### src/rtl/lc3b_types.sv
// Shared LC-3b memory types: word/line widths and the responder state encoding.
package lc3b_types;

    typedef logic [15:0]  lc3b_word;
    typedef logic [127:0] lc3b_line;

    // A line is 16 bytes, so the line index starts just above the byte offset.
    localparam int LINE_OFFSET_BITS = 4;

    typedef enum logic [1:0] {
        RSP_IDLE    = 2'd0,
        RSP_BUSY    = 2'd1,
        RSP_RESP    = 2'd2,
        RSP_RECOVER = 2'd3
    } responder_state_e;

    // Value the latency counter is loaded with on acceptance.
    function automatic logic [3:0] latency_load(input int latency);
        return 4'(latency - 1);
    endfunction

endpackage

### src/rtl/l1_mem_responder_if.sv
// Line-granular memory handshake between the arbitrated L1 side and the responder.
interface l1_mem_responder_if;
    import lc3b_types::*;

    logic     mem_read;
    logic     mem_write;
    lc3b_word mem_address;
    lc3b_line mem_wdata;
    lc3b_line mem_rdata;
    logic     mem_resp;

    // The L1 side issues requests and receives the completion pulse.
    modport master (
        output mem_read,
        output mem_write,
        output mem_address,
        output mem_wdata,
        input  mem_rdata,
        input  mem_resp
    );

    // The responder consumes requests and produces the completion pulse.
    modport slave (
        input  mem_read,
        input  mem_write,
        input  mem_address,
        input  mem_wdata,
        output mem_rdata,
        output mem_resp
    );

endinterface

### src/rtl/l1_mem_responder_line_store.sv
// Line storage: LINES x 128 bits, combinational read, synchronous write.
// Contents are deliberately not reset; a line is undefined until written.
module line_store
    import lc3b_types::*;
#(
    parameter int LINES = 32
) (
    input  logic                     clk,
    input  logic                     we,
    input  logic [$clog2(LINES)-1:0] addr,
    input  lc3b_line                 wdata,
    output lc3b_line                 rdata
);

    lc3b_line lines_q [LINES];

    // Commit a line on the write-enable; no reset so storage survives reset.
    always_ff @(posedge clk) begin
        if (we) begin
            lines_q[addr] <= wdata;
        end
    end

    // Read is purely combinational from the addressed line.
    always_comb begin
        rdata = lines_q[addr];
    end

endmodule

### src/rtl/l1_mem_responder.sv
// Single-outstanding line memory responder with a fixed, parameterised latency.
// Request is latched in IDLE, counted down in BUSY, completed with a one-cycle
// pulse in RESP, and followed by a dead RECOVER cycle so a held request cannot
// immediately retrigger.
module l1_mem_responder
    import lc3b_types::*;
#(
    parameter int LATENCY = 4,
    parameter int LINES   = 32
) (
    input  logic              clk,
    input  logic              reset_n,
    l1_mem_responder_if.slave mem
);

    localparam int IDX_W = $clog2(LINES);

    localparam logic [1:0] IDLE    = RSP_IDLE;
    localparam logic [1:0] BUSY    = RSP_BUSY;
    localparam logic [1:0] RESP    = RSP_RESP;
    localparam logic [1:0] RECOVER = RSP_RECOVER;

    localparam logic [3:0] CNT_LOAD = latency_load(LATENCY);

    logic [1:0]       state;
    logic [3:0]       count;
    logic             op_write;
    logic [IDX_W-1:0] line_idx_q;
    lc3b_line         wdata_q;

    logic             store_we;
    lc3b_line         store_rdata;

    // Only the line-index field of the address is ever used, so only it is
    // latched; offset bits and bits above the index alias by construction.

    // Request latch, latency counter and state sequencing.
    always_ff @(posedge clk) begin
        if (!reset_n) begin
            state      <= IDLE;
            count      <= 4'd0;
            op_write   <= 1'b0;
            line_idx_q <= '0;
            wdata_q    <= '0;
        end else begin
            case (state)
                IDLE: begin
                    if (mem.mem_read || mem.mem_write) begin
                        op_write   <= mem.mem_write;
                        line_idx_q <= mem.mem_address[LINE_OFFSET_BITS +: IDX_W];
                        wdata_q    <= mem.mem_wdata;
                        if (LATENCY == 1) begin
                            count <= 4'd0;
                            state <= RESP;
                        end else begin
                            count <= CNT_LOAD;
                            state <= BUSY;
                        end
                    end
                end
                BUSY: begin
                    count <= count - 4'd1;
                    if (count == 4'd1) begin
                        state <= RESP;
                    end
                end
                RESP: begin
                    state <= RECOVER;
                end
                RECOVER: begin
                    state <= IDLE;
                end
                default: begin
                    state <= IDLE;
                end
            endcase
        end
    end

    // A write commits on the edge that leaves RESP, unless reset aborts it.
    always_comb begin
        store_we = (state == RESP) && op_write && reset_n;
    end

    line_store #(
        .LINES (LINES)
    ) u_line_store (
        .clk   (clk),
        .we    (store_we),
        .addr  (line_idx_q),
        .wdata (wdata_q),
        .rdata (store_rdata)
    );

    // Response outputs are only live in RESP; writes echo the latched data.
    always_comb begin
        mem.mem_resp  = 1'b0;
        mem.mem_rdata = '0;
        if (state == RESP) begin
            mem.mem_resp  = 1'b1;
            mem.mem_rdata = op_write ? wdata_q : store_rdata;
        end
    end

endmodule
### src/flat_wrapper.sv
// flat-port wrapper written by rule: the top's interface ports become plain ports
module l1_mem_responder_flat import lc3b_types::*;
#(
    parameter int LATENCY = 4,
    parameter int LINES   = 32
)
  (clk, reset_n, mem_mem_read, mem_mem_write, mem_mem_address, mem_mem_wdata, mem_mem_rdata, mem_mem_resp);
  l1_mem_responder_if mem_i ();
  input  logic clk;
  input  logic reset_n;
  input wire logic [$bits(mem_i.mem_read)-1:0] mem_mem_read;
  input wire logic [$bits(mem_i.mem_write)-1:0] mem_mem_write;
  input wire logic [$bits(mem_i.mem_address)-1:0] mem_mem_address;
  input wire logic [$bits(mem_i.mem_wdata)-1:0] mem_mem_wdata;
  output wire logic [$bits(mem_i.mem_rdata)-1:0] mem_mem_rdata;
  output wire logic [$bits(mem_i.mem_resp)-1:0] mem_mem_resp;
  assign mem_i.mem_read = mem_mem_read;
  assign mem_i.mem_write = mem_mem_write;
  assign mem_i.mem_address = mem_mem_address;
  assign mem_i.mem_wdata = mem_mem_wdata;
  assign mem_mem_rdata = mem_i.mem_rdata;
  assign mem_mem_resp = mem_i.mem_resp;
  l1_mem_responder #(.LATENCY(LATENCY), .LINES(LINES)) u_core (.clk(clk), .reset_n(reset_n), .mem(mem_i));
endmodule
### config.mk
export PLATFORM = sky130hd
export DESIGN_NAME = l1_mem_responder_flat
export DESIGN_NICKNAME = d
export VERILOG_FILES = /design/src/rtl/lc3b_types.sv /design/src/rtl/l1_mem_responder_if.sv /design/src/rtl/l1_mem_responder_line_store.sv /design/src/rtl/l1_mem_responder.sv /design/src/flat_wrapper.sv
export SDC_FILE = /design/constraint.sdc
export NUM_CORES = 2
export LEC_CHECK = 0
export CORE_ASPECT_RATIO = 0.9
export CORE_MARGIN = 2
export CORE_UTILIZATION = 35
export DETAILED_ROUTE_END_ITERATION = 12
export HOLD_SLACK_MARGIN = 0.15
export REMOVE_ABC_BUFFERS = 1
export SYNTH_ARGS = -nofsm -noshare
export SYNTH_HDL_FRONTEND = slang
export SYNTH_SLANG_ARGS = --single-unit
export TNS_END_PERCENT = 20
### constraint.sdc
create_clock -name clk -period 11.2 [get_ports clk]
set_input_delay 2.24 -clock clk [delete_from_list [all_inputs] [get_ports clk]]
set_output_delay 2.24 -clock clk [all_outputs]
set_load 0.01 [all_outputs]
==> load_flow_metrics.sql <==
INSERT INTO impl_metrics (metric_group, metric, value, unit) VALUES
('run_status', 'run_status', 'finished, final reports clean', ''),
('worst_setup_path', 'required', '8.96', 'ns'),
('detailed_routing', 'route.vias.total', '88700', ''),
('clocking', 'cts.repair_timing.setup_buffer_count', '0', ''),
('yosys', 'synth_top_flop_cell', 'sky130_fd_sc_hd__edfxtp_1', ''),
('worst_setup_path', 'critPathMaxStageDelay', '1.03', 'ns'),
('worst_setup_path', 'worstSetupEndpointType', 'output port', ''),
('yosys', 'ffs_latches_synth', '4241', ''),
('timing', 'fin_skew', '0.0508', 'ns'),
('die', 'die-area', '476000', 'sq um'),
('timing', 'timing_hold_violations_final', '0', ''),
('timing', 'tightestPinTransition', '1.48', 'ns'),
('yosys', 'yosys.cell_count.top_type', 'sky130_fd_sc_hd__edfxtp_1', ''),
('global_routing', 'overall_global_routing_resource_usage', '19.0', '%'),
('worst_setup_path', 'worst-r2r-cell-count', '9', ''),
('placed_design', 'io_buffers', '265', ''),
('die', 'fp.dieH', '654', 'um'),
('clocking', 'numCtsBuffers', '424', ''),
('timing', 'timing.final.crit_share', '72.5', '%'),
('global_routing', 'antenna_violations_before_repair', '35', ''),
('worst_setup_path', 'timing.critical_path.cells', 'buf_12 > buf_12 > buf_4 > mux2i_1 > a22oi_1 > a21oi_1 > or4_1 > a21oi_1 > clkdlybuf4s50_1', ''),
('power_and_ir_drop', 'clock_network_power_share', '35.8', '%'),
('yosys', 'netlist.area_leader.share', '74.8', '%'),
('clocking', 'clockRootBuffer', 'sky130_fd_sc_hd__clkbuf_16', ''),
('detailed_routing', 'vias_per_cell', '5.47', ''),
('min_path', 'min_delay_path_depth', '1', ''),
('clocking', 'clock_pin_slew_worst_setup_and_hold_paths', '0.07', 'ns'),
('cells_and_area', 'layout.nets', '9747', ''),
('clocking', 'clock_sinks', '4241', ''),
('clocking', 'worst_case_clock_buffer_depth', '4', ''),
('min_path', 'min-delay-path-class', 'flop to flop', ''),
('detailed_routing', 'drt-total-wl', '472', 'mm'),
('timing', 'final_period_minus_worst_setup_slack', '8.12', 'ns'),
('global_routing', 'grt_pass1_wl', '653', 'mm'),
('cells_and_area', 'final-instance-count-excl-fill', '16200', ''),
('yosys', 'ys_async_sr_fraction', '0', '%'),
('worst_setup_path', 'element_type_at_the_critical_path_start', 'flop', ''),
('cells_and_area', 'stdcell_area', '189000', 'sq um'),
('placed_design', 'placement.cell_area', '174000', 'sq um'),
('power_and_ir_drop', 'sequential_share_of_power', '47.7', '%'),
('cells_and_area', 'synthToLayoutAreaGrowth', '14.7', '%'),
('die', 'rows', '238', ''),
('yosys', 'synth_top_cells_by_area', 'sky130_fd_sc_hd__edfxtp_1 75%, sky130_fd_sc_hd__mux2i_1 12%, sky130_fd_sc_hd__a22oi_1 4.7%', ''),
('power_and_ir_drop', 'power.static_leakage', '58.5', 'nW'),
('timing', 'report.final.setup_viol', '0', ''),
('yosys', 'synth-edff-count', '4096', ''),
('die', 'top_level_ports', '277', ''),
('power_and_ir_drop', 'power_frac_comb', '16.5', '%'),
('yosys', 'syn_area_cell', '17.7', 'sq um'),
('global_routing', 'leftover_overflow_at_the_end_of_global_routing', '0', ''),
('power_and_ir_drop', 'max-vdd-ir-drop', '0.000166', 'V'),
('placed_design', 'dpl.hpwl', '219', 'mm'),
('power_and_ir_drop', 'power_density', '214', 'nW/um^2'),
('flow_run', 'max_cap_viol_count', '0', ''),
('timing', 'rsz0062_at_grt', 'no', ''),
('power_and_ir_drop', 'internal_power', '0.0292', 'W'),
('placed_design', 'gp_congestion', '0.732', ''),
('clocking', 'tritoncts', 'done', ''),
('timing', 'fin_setup_tns', '0', 'ns'),
('placed_design', 'post-place-cells', '15400', ''),
('timing', 'f_max', '123', 'MHz'),
('die', 'design.core.area', '468000', 'sq um'),
('yosys', 'yosys.area.top_type', 'sky130_fd_sc_hd__edfxtp_1', ''),
('timing', 'max_slew_margin', '1.31', '%'),
('clocking', 'worst_skew_pair.late_latency', '0.99', 'ns'),
('yosys', 'synthesis.instances', '9303', ''),
('power_and_ir_drop', 'swShare', '27.7', '%'),
('die', 'initial_core_util', '35.2', '%'),
('clocking', 'cts.hold.buffers_added', '0', ''),
('worst_setup_path', 'cp_slowest_cell', 'sky130_fd_sc_hd__dfxtp_4', ''),
('yosys', 'ys_seq_area_share', '76.5', '%');
## registers in the layout, summed over array words and instances, names as in the netlist, named ones only
register / count
u_core.state: 2
u_core.line_idx_q: 5
u_core.count: 4
u_core.op_write: 1
u_core.u_line_store.lines_q: 4096
u_core.wdata_q: 128
## critical path: cells and delay by family, from the launching register on
family	cells	cell delay [ns]
DFF	1	1.03
AOI/OAI and AO/OA	3	0.66
muxes	1	0.15
buffers and inverters	4	2.35
and+or+nand+nor	1	0.52
## metrics by stage
stage / setup slack [ns] / hold WS [ns] / utilization, %
after floorplan: -60.49 / 0.457 / -
after global placement: 4.04 / 0.513 / 37.3
after detailed placement: 4.02 / 0.532 / 37.3
after CTS: 2.95 / 0.552 / 40.4
after global routing: 2.77 / 0.590 / 40.4
final: 3.08 / 0.553 / 40.4
## cells by family (layout without fill, tap and decap cells)
logic type | after synthesis | count (layout) | share of synthesized area, %
and+or+nand+nor | 465 | 465 | 1.39
other | 0 | 6 | 0
DFF | 4241 | 4241 | 76.5
muxes | 2049 | 2049 | 12.5
xor gates and xnor gates | 2 | 2 | 0.0106
adders and majority gates | 5 | 5 | 0.0380
AOI/OAI and AO/OA | 1934 | 1934 | 7.66
buffers and inverters | 607 | 1266 | 1.92
## worst paths after layout
check	from	endpoint	slack, ns
setup reg to reg	u_core.state[0]	u_core.u_line_store.lines_q[9][25]	5.73
hold / removal	u_core.count[1]	u_core.count[1]	0.55
setup / recovery	flop	mem_mem_rdata[17]	3.08
hold reg to reg	u_core.count[1]	u_core.count[1]	0.55
## power by group through the flow
stage / combinational, W / sequential [W] / clock [W]
2_1_floorplan: 0.00816 / 0.0196 / 0
3_3_place_gp: 0.00661 / 0.0195 / 0
3_5_place_dp: 0.00667 / 0.0196 / 0
4_1_cts: 0.00670 / 0.0192 / 0.0147
5_1_grt: 0.00708 / 0.0194 / 0.0153
6_report: 0.00665 / 0.0193 / 0.0145
## cells in the final DEF (no fill, tap or decap), types with 6 or more instances in the layout
master / instances
sky130_fd_sc_hd__o21ai_0: 130
sky130_fd_sc_hd__edfxtp_1: 4096
sky130_fd_sc_hd__bufinv_16: 48
sky130_fd_sc_hd__clkbuf_8: 45
sky130_fd_sc_hd__clkinvlp_4: 21
sky130_fd_sc_hd__buf_4: 150
sky130_fd_sc_hd__clkbuf_1: 81
sky130_fd_sc_hd__clkdlybuf4s50_1: 264
sky130_fd_sc_hd__a21boi_0: 135
sky130_fd_sc_hd__clkinv_2: 91
sky130_fd_sc_hd__clkinv_1: 53
sky130_fd_sc_hd__mux2i_1: 2049
sky130_fd_sc_hd__dfxtp_1: 144
sky130_fd_sc_hd__clkinv_16: 8
sky130_fd_sc_hd__nor2_4: 33
sky130_fd_sc_hd__a21oi_1: 640
sky130_fd_sc_hd__diode_2: 6
sky130_fd_sc_hd__nand2_1: 274
sky130_fd_sc_hd__buf_12: 51
sky130_fd_sc_hd__a22oi_1: 1024
sky130_fd_sc_hd__clkbuf_16: 430
sky130_fd_sc_hd__or4_1: 128
sky130_fd_sc_hd__nor2_1: 8
## layer usage
layer | up-vias | GRT usage, % | part of all wire [%]
met4 | 26 | 4.47 | 2.2
met2 | 3594 | 31.1 | 47
met1 | 46400 | 26.8 | 44
met3 | 664 | 2.88 | 7.2
met5 | - | 0 | 0.035
li1 | 38000 | - | -
## layout make-up
type	instances	area, sq um	share of cell area [%]
Clock inverter	239	2750	1.46
Timing Repair Buffer	466	4800	2.54
Inverter	6	30.0	0.0159
Antenna cell	6	15.0	0.00795
Multi-Input combinational cell	4455	35800	19.0
Clock buffer	555	11700	6.18
Sequential cell	4241	126000	66.7
Tap cell	6240	7810	4.14
No activity file was read; power rests on OpenSTA's default activity.
